===== config.mk =====
export PLATFORM = sky130hd
export DESIGN_NAME = proc_control_unit
export DESIGN_NICKNAME = d
export VERILOG_FILES = /design/src/rtl/proc_ctrl_pkg.sv /design/src/rtl/proc_ctrl_decoder.sv /design/src/rtl/proc_control_unit.sv
export SDC_FILE = /design/constraint.sdc
export NUM_CORES = 1
export LEC_CHECK = 0
export CELL_PAD_IN_SITES_DETAIL_PLACEMENT = 1
export CELL_PAD_IN_SITES_GLOBAL_PLACEMENT = 1
export CORE_MARGIN = 1.5
export CORE_UTILIZATION = 25
export CTS_CLUSTER_DIAMETER = 200
export DETAILED_ROUTE_END_ITERATION = 10
export HOLD_SLACK_MARGIN = 0.1
export PLACE_DENSITY = 0.7
export SYNTH_ARGS = -nofsm -noshare
export SYNTH_HDL_FRONTEND = slang
export SYNTH_SLANG_ARGS = --single-unit

===== constraint.sdc =====
create_clock -name clk -period 1.2 [get_ports clk]
set_input_delay 0.12 -clock clk [delete_from_list [all_inputs] [get_ports clk]]
set_output_delay 0.12 -clock clk [all_outputs]
set_load 0.1 [all_outputs]

===== src/rtl/proc_ctrl_pkg.sv =====
// ----------------------------------------------------------------------------
// proc_ctrl_pkg : shared types and field positions for the proc control unit
// Revision      : 1.0
// ----------------------------------------------------------------------------
`default_nettype none

package proc_ctrl_pkg;

  typedef enum logic [3:0] {
    OP_NOP   = 4'h0,
    OP_ALU_R = 4'h1,
    OP_ALU_I = 4'h2,
    OP_BR    = 4'h8,
    OP_HALT  = 4'hF
  } opcode_e;

  typedef enum logic [2:0] {
    ST_IDLE   = 3'd0,
    ST_FETCH  = 3'd1,
    ST_DECODE = 3'd2,
    ST_EXEC   = 3'd3,
    ST_HALT   = 3'd4
  } state_e;

  // rb shares bits with the upper nibble of imm
  localparam int OP_HI  = 23;
  localparam int OP_LO  = 20;
  localparam int FN_HI  = 19;
  localparam int FN_LO  = 16;
  localparam int RD_HI  = 15;
  localparam int RD_LO  = 12;
  localparam int RA_HI  = 11;
  localparam int RA_LO  = 8;
  localparam int RB_HI  = 7;
  localparam int RB_LO  = 4;
  localparam int IMM_HI = 7;
  localparam int IMM_LO = 0;

  localparam logic [1:0] SEL_REGS = 2'b00;
  localparam logic [1:0] SEL_CTE  = 2'b10;

  function automatic logic br_cond(input logic [2:0] sel, input logic [4:0] flags);
    logic r;
    case (sel)
      3'd0:    r = flags[0];
      3'd1:    r = flags[1];
      3'd2:    r = flags[2];
      3'd3:    r = flags[3];
      3'd4:    r = flags[4];
      3'd7:    r = 1'b1;
      default: r = 1'b0;
    endcase
    return r;
  endfunction

endpackage

`default_nettype wire


===== src/rtl/proc_ctrl_decoder.sv =====
// ----------------------------------------------------------------------------
// proc_ctrl_decoder : opcode -> instruction class flags (PROC_CTRL_BRANCH_EN)
// Revision          : 1.0
// ----------------------------------------------------------------------------
`default_nettype none

module proc_ctrl_decoder
  import proc_ctrl_pkg::*;
(
  input  logic [3:0] op,
  output logic       we,
  output logic       use_imm,
  output logic       is_br,
  output logic       is_halt,
  output logic       illegal
);

  always_comb begin
    we      = 1'b0;
    use_imm = 1'b0;
    is_br   = 1'b0;
    is_halt = 1'b0;
    illegal = 1'b0;
    case (op)
      OP_NOP:   ;
      OP_ALU_R: we = 1'b1;
      OP_ALU_I: begin
        we      = 1'b1;
        use_imm = 1'b1;
      end
`ifdef PROC_CTRL_BRANCH_EN
      OP_BR:    is_br = 1'b1;
`endif
      OP_HALT:  is_halt = 1'b1;
      default:  illegal = 1'b1;
    endcase
  end

endmodule

`default_nettype wire


===== src/rtl/proc_control_unit.sv =====
// ----------------------------------------------------------------------------
// proc_control_unit : multi-cycle fetch/decode/exec sequencer for the 8-bit
//                     datapath; branches enabled by PROC_CTRL_BRANCH_EN
// Revision          : 1.0
// ----------------------------------------------------------------------------
`default_nettype none

module proc_control_unit
  import proc_ctrl_pkg::*;
#(
  parameter int PC_W    = 8,
  parameter int INSTR_W = 24
) (
  input  logic               clk,
  input  logic               rst_n,
  input  logic               start,
  output logic [PC_W-1:0]    imem_addr,
  output logic               imem_req,
  input  logic               imem_ack,
  input  logic [INSTR_W-1:0] imem_data,
  input  logic [4:0]         cmp_flags,
  output logic [3:0]         SBA,
  output logic [3:0]         SBB,
  output logic [3:0]         SRD,
  output logic [3:0]         SULA,
  output logic [1:0]         selMuxCTE,
  output logic [7:0]         CTE,
  output logic               LE,
  output logic               busy,
  output logic               halted,
  output logic               illegal
);

  state_e             state_q, state_d;
  logic [PC_W-1:0]    pc_q, pc_d;
  logic [INSTR_W-1:0] instr_q, instr_d;
  logic               illegal_q, illegal_d;

  logic dec_we, dec_use_imm, dec_is_br, dec_is_halt, dec_illegal;
  logic br_taken;

  proc_ctrl_decoder u_decoder (
    .op      (instr_q[OP_HI:OP_LO]),
    .we      (dec_we),
    .use_imm (dec_use_imm),
    .is_br   (dec_is_br),
    .is_halt (dec_is_halt),
    .illegal (dec_illegal)
  );

`ifdef PROC_CTRL_BRANCH_EN
  assign br_taken = dec_is_br & br_cond(instr_q[FN_LO+2:FN_LO], cmp_flags);
`else
  logic unused_br;
  assign unused_br = ^{cmp_flags, dec_is_br};
  assign br_taken  = 1'b0;
`endif

  always_ff @(posedge clk or negedge rst_n) begin
    if (!rst_n) begin
      state_q   <= ST_IDLE;
      pc_q      <= '0;
      instr_q   <= '0;
      illegal_q <= 1'b0;
    end else begin
      state_q   <= state_d;
      pc_q      <= pc_d;
      instr_q   <= instr_d;
      illegal_q <= illegal_d;
    end
  end

  always_comb begin
    state_d   = state_q;
    pc_d      = pc_q;
    instr_d   = instr_q;
    illegal_d = illegal_q;
    case (state_q)
      ST_IDLE:   if (start) state_d = ST_FETCH;
      ST_FETCH: begin
        if (imem_ack) begin
          instr_d = imem_data;
          pc_d    = pc_q + PC_W'(1);
          state_d = ST_DECODE;
        end
      end
      ST_DECODE: state_d = ST_EXEC;
      ST_EXEC: begin
        state_d = dec_is_halt ? ST_HALT : ST_FETCH;
        if (dec_illegal) illegal_d = 1'b1;
        // pc already advanced at fetch; a taken branch overrides it
        if (br_taken) pc_d = PC_W'(instr_q[IMM_HI:IMM_LO]);
      end
      ST_HALT:   state_d = ST_HALT;
      default:   state_d = ST_IDLE;
    endcase
  end

  always_comb begin
    imem_req  = 1'b0;
    SBA       = 4'h0;
    SBB       = 4'h0;
    SRD       = 4'h0;
    SULA      = 4'h0;
    selMuxCTE = SEL_REGS;
    CTE       = 8'h00;
    LE        = 1'b0;
    case (state_q)
      ST_FETCH: imem_req = 1'b1;
      ST_DECODE, ST_EXEC: begin
        SBA       = instr_q[RA_HI:RA_LO];
        SBB       = instr_q[RB_HI:RB_LO];
        SULA      = instr_q[FN_HI:FN_LO];
        selMuxCTE = dec_use_imm ? SEL_CTE : SEL_REGS;
        CTE       = instr_q[IMM_HI:IMM_LO];
        // DECODE is a settle cycle; the bank only writes on the EXEC edge
        if (state_q == ST_EXEC) begin
          SRD = instr_q[RD_HI:RD_LO];
          LE  = dec_we;
        end
      end
      default: ;
    endcase
  end

  assign imem_addr = pc_q;
  assign busy      = (state_q != ST_IDLE) && (state_q != ST_HALT);
  assign halted    = (state_q == ST_HALT);
  assign illegal   = illegal_q;

endmodule

`default_nettype wire


Word-level counts from Yosys, hierarchy flattened:

Cells that the tools add are included.

* equality and inequality tests: 10
* multiplexer cells: 18
* add/sub/neg operators: 1
* reductions and logical operators: 10
* bitwise logic cells: 1

Operators by type and width (count)
* $mux W4: 5
* $pmux W3 S5: 1
* $mux W3: 3
* $add A8 B1 Y8 const B: 1
* $mux W8: 1
* $eq A3 B2 Y1 const B: 2
* $mux W1: 6
* $reduce_and A2 Y1: 3
* $eq A4 B1 Y1 const B: 1
* $eq A4 B2 Y1 const B: 1
* $eq A4 B4 Y1 const B: 1
* $logic_not A4 Y1: 1
* $mux W2: 2
* $ne A2 B2 Y1 const B: 2
* $reduce_or A2 Y1: 2
* $reduce_or A4 Y1: 1
* $eq A3 B1 Y1 const B: 1
* $eq A3 B3 Y1 const B: 1
* $logic_not A3 Y1: 1
* $ne A3 B3 Y1 const B: 1
* $reduce_bool A3 Y1: 1
* $logic_and A1 B1 Y1: 1
* $not A1 Y1: 1

* bits in registers: 36
* output and inout bits: 39
* input bits: 33
* word-level logic and storage cells: 44

Longest topological paths before layout:

* depth in word-level cells: 5
* gate-level depth with buffers: 5
* depth with buffers taken out: 4

Cells and area by module:

A second synthesis with hierarchy kept.

* cell total of the unflattened synthesis: 189
* area total of the unflattened synthesis: 1740.4 sq um

Modules (own cells, without submodules)
* proc_control_unit: area each 1679.1 sq um, times used 1, seq. area each 900.9 sq um, cells each 181
* proc_ctrl_decoder: area each 61.3 sq um, times used 1, seq. area each 0.0 sq um, cells each 8

Least setup slack after synthesis:

OpenSTA, ideal clock, no wires.

* path kind: register -> output
* from: register state_q[0]
* to: output LE
* buffers on the path: 1
* arrival time: 3.603 ns
* path slack: -2.523 ns
* data required time: 1.080 ns
* cell stages (with the launch flop): 4
* path through: dfrtp_1 clkbuf_1 nand2_1 nor4_1

* word-level cells in the longest chain between the ends: 3
* elaborated cells on any way between the ends: 5
* those cells by class: 2 x eq/ne; 2 x mux; 1 x reduce/logical

RTL lines
* start, declared: RTL line proc_control_unit.sv:34 `state_e state_q, state_d;`
* start signal, assigned: RTL line proc_control_unit.sv:66 `state_q <= state_d;`
* $eq A3 B2 Y1, on equally long branches: RTL line proc_control_unit.sv:108, proc_control_unit.sv:117
* $mux W1 / $reduce_or A2 Y1 (equally long branches): RTL line proc_control_unit.sv:117, proc_control_unit.sv:108
* $mux W1 (*): RTL line proc_control_unit.sv:108 `case (state_q)`
* end, declared: RTL line proc_control_unit.sv:28 `output logic LE,`

Every way passes the cells marked *; elsewhere a longest branch is shown, timed or not.

Worst setup path after layout:

* from: register state_q[2]
* to: output SRD[0]

* word-level cells in the longest chain between the ends: 3
* elaborated cells on any way between the ends: 5
* those cells by class: 2 x eq/ne; 2 x mux; 1 x reduce/logical

RTL lines
* $eq A3 B2 Y1, on equally long branches: RTL line proc_control_unit.sv:108, proc_control_unit.sv:117
* $mux W4 / $reduce_or A2 Y1 (equally long branches): RTL line proc_control_unit.sv:117, proc_control_unit.sv:108
* $mux W4 (*): RTL line proc_control_unit.sv:108
* end, declared: RTL line proc_control_unit.sv:24 `output logic [3:0] SRD,`

Marks and branches as above.

==> flow_metrics.tcl <==
set metrics [dict create \
    fin_cells 359 \
    vias 1618 \
    violations "design-rule violations, negative setup slack" \
    peakVddDrop_mv 1.371 \
    grt_pass1_vias 1697 \
    synth_fp_nets 221 \
    syn_avg_cell_area_um2 9.046 \
    layout.nets 315 \
    crit_path_max_incr_delay_ns 0.37 \
    syn_inst 187 \
    hold_path_class "in2async" \
    hold_viol 0 \
    fmax_mhz 608.5 \
    synth_edf_count 0 \
    grt_remaining_overflow 0 \
    cp_top_family "simple AND/OR/NAND/NOR gates" \
    grt_usage_pct 15.60 \
    ys_top_cells_by_count "83 x nand2_1, 36 x dfrtp_1, 16 x and2_1" \
    grt_max_degree 22 \
    port_buffers 65 \
    drc 5 \
    drtPass1Iterations 6 \
    tns_ns -20.76 \
    htree_levels 2 \
    grt_pass1_wl_mm 8.756 \
    slowest_stage "dfrtp_1" \
    via_per_inst 4.507 \
    yosysWarnings 0 \
    die_w_um 85.26 \
    die_y_um 85.26 \
    ys_types 29 \
    drt_iter0_drc 43 \
    cts_tree "built" \
    critPathLaunchType "flip-flop" \
    fin_crit_sh_pct 137.0 \
    area_delta_synth_final_pct 122.5 \
    synth.most_common_cell "nand2_1" \
    crit_path_cell_trace "and2b_4, buf_4, and3_4, buf_12" \
    clk_latency_ns 0.29 \
    slew_viol_final 0 \
    status "finished, violations left" \
    max_cap_viol_count 0 \
    drive_gt1_share_pct 66.67 \
    rsz0062_at_grt "yes" \
    yosysTopAreaCell "dfrtp_1" \
    rrSetupSlack_ns -0.34 \
    io_pins 72 \
    start_util_pct 26.19 \
    met2_usage_pct 27.27 \
    avgRoutedWirePerCell_um 16.10 \
    critPathArrivalTime_ns 1.52 \
    syn-cell-area_mm2 0.001692 \
    synth_seq_cells 36 \
    grt.busiest_layer "met2" \
    dp_hpwl_mm 3.501 \
    yosys-top-cells-area "dfrtp_1 53%, nand2_1 18%, and2_1 5.9%" \
    critPathKind "reg2out" \
    cts_buffer_depth 2 \
    r2r_end "instr_q[17]" \
    num_rows 29 \
    reg2reg_depth 7 \
    post-route-min-period_ns 1.643 \
    setup_ws_ns -0.4434 \
    final_antenna_net_count 0 \
    antenna_cells 0 \
    clkTransAtPathRegs_ns 0.07 \
    finalPower_mw 11.51 \
    path_buf_inv 2 \
    cts_buffers 5 \
    end_kind "primary output" \
    use_met3_pct 4.086 \
    gp_congestion 0.7239 \
    wl_mm 5.781 \
    required_ns 1.08 \
    worst-path-max-fanout 9 \
    reg2reg_from "state_q[1]" \
    cts_root_buf "clkbuf_8" \
    globalRouteMet1Util_pct 19.33 \
    yosysTopAreaCellShare_pct 53.25 \
    synth-main-ff-cell "dfrtp_1" \
    pwr_density_cell_mw_per_mm2 3058 \
    finClkSkew_ns 0.005410 \
    antenna_found_initial 0 \
    dp.cells 330 \
    cts_sinks 36 \
    yosysSeqAreaShare_pct 53.25 \
    finalSetupViolCount 63 \
    die_area_mm2 0.007269 \
    ys_async_sr_fraction_pct 100.0 \
    fp.coreArea_mm2 0.006459 \
    p_leak_nw 1.736 \
]
cells in the final DEF (no fill, tap or decap), types with 2 or more instances in the layout:
cell type and n:
and2_4 16, clkbuf_16 2, nand2_4 19, clkbuf_8 6
buf_6 15, clkbuf_1 2, nand2_2 42, dfrtp_1 27
and3_4 4, nand2_1 22, dfrtp_4 7, buf_12 43
nand4_1 2, clkdlybuf4s50_1 26, xor2_1 4, buf_16 2
dfrtp_2 2, nor4_4 2, nor2_1 2, nor2_4 2
nor3_4 2, xnor2_1 2, buf_4 10
logic make-up after synthesis:
family                     synth area share (%)
and+or+nand+nor                           33.95
DFF                                       53.25
buffers and inverters                     5.473
xor gates and xnor gates                  4.142
AOI/OAI and AO/OA                         2.219
adders and majority gates                0.7395
other                                    0.2217
power by group:
group	leakage, nW	total [mW]	internal (mW)	switching, mW
sequential	0.434	2.44	1.78	0.661
combinational	1.26	8.17	3.51	4.66
clock	0.0455	0.906	0.469	0.437
state kept, by name, indices dropped and copies added (netlist names):
name	flops
instr_q	24
imem_addr	8
state_q	3
illegal	1
how the worst max path moves through the flow:
stage                              end  slack, ns       start  depth (start not counted)
after floorplan                     LE      -0.74  state_q[2]                          3
after global placement    imem_addr[7]      -0.19    imem_ack                          4
after detailed placement  imem_addr[3]      -0.24    imem_ack                          5
after CTS                       SRD[2]      -0.47  state_q[2]                          4
after global routing                LE      -0.54  state_q[2]                          4
final                           SRD[0]      -0.44  state_q[2]                          4
what timing repair did:
| item | in CTS | in global routing |
|---|---|---|
| hold buffers | 1 | 0 |
| setup buffers | 10 | 8 |
| resized for setup | 54 | 64 |
| pin swaps | 58 | 45 |
| endpoints found under the hold margin | 17 | 0 |
| endpoints found under the setup margin | 62 | 63 |
| gates cloned | 3 | 3 |
per-layer routing:
layer / vias up / wire [µm]
met4: 0 / 42
li1: 775 / -
met5: - / 0
met2: 44 / 3194
met3: 5 / 251
met1: 794 / 2292
through the flow:
step | util [%] | hold slack, ns | setup slack [ns] | area, µm²
2_1_floorplan | - | -0.1756 | -0.7388 | 1938
3_3_place_gp | 46.78 | 0.08862 | -0.1917 | 3022
3_5_place_dp | 46.78 | 0.08783 | -0.2352 | 3022
4_1_cts | 53.64 | 0.3277 | -0.4661 | 3465
5_1_grt | 58.27 | 0.3312 | -0.5359 | 3764
6_report | 58.27 | 0.3137 | -0.4434 | 3764
area by class of cell:
class,count,area (µm²)
Fill cell,641,2695
Timing Repair Buffer,101,1500
Multi-Input combinational cell,136,1144
Sequential cell,36,929.6
Tap cell,77,96.34
Clock buffer,8,90.09
Inverter,1,3.754
Power figures use the tool's default switching activity.
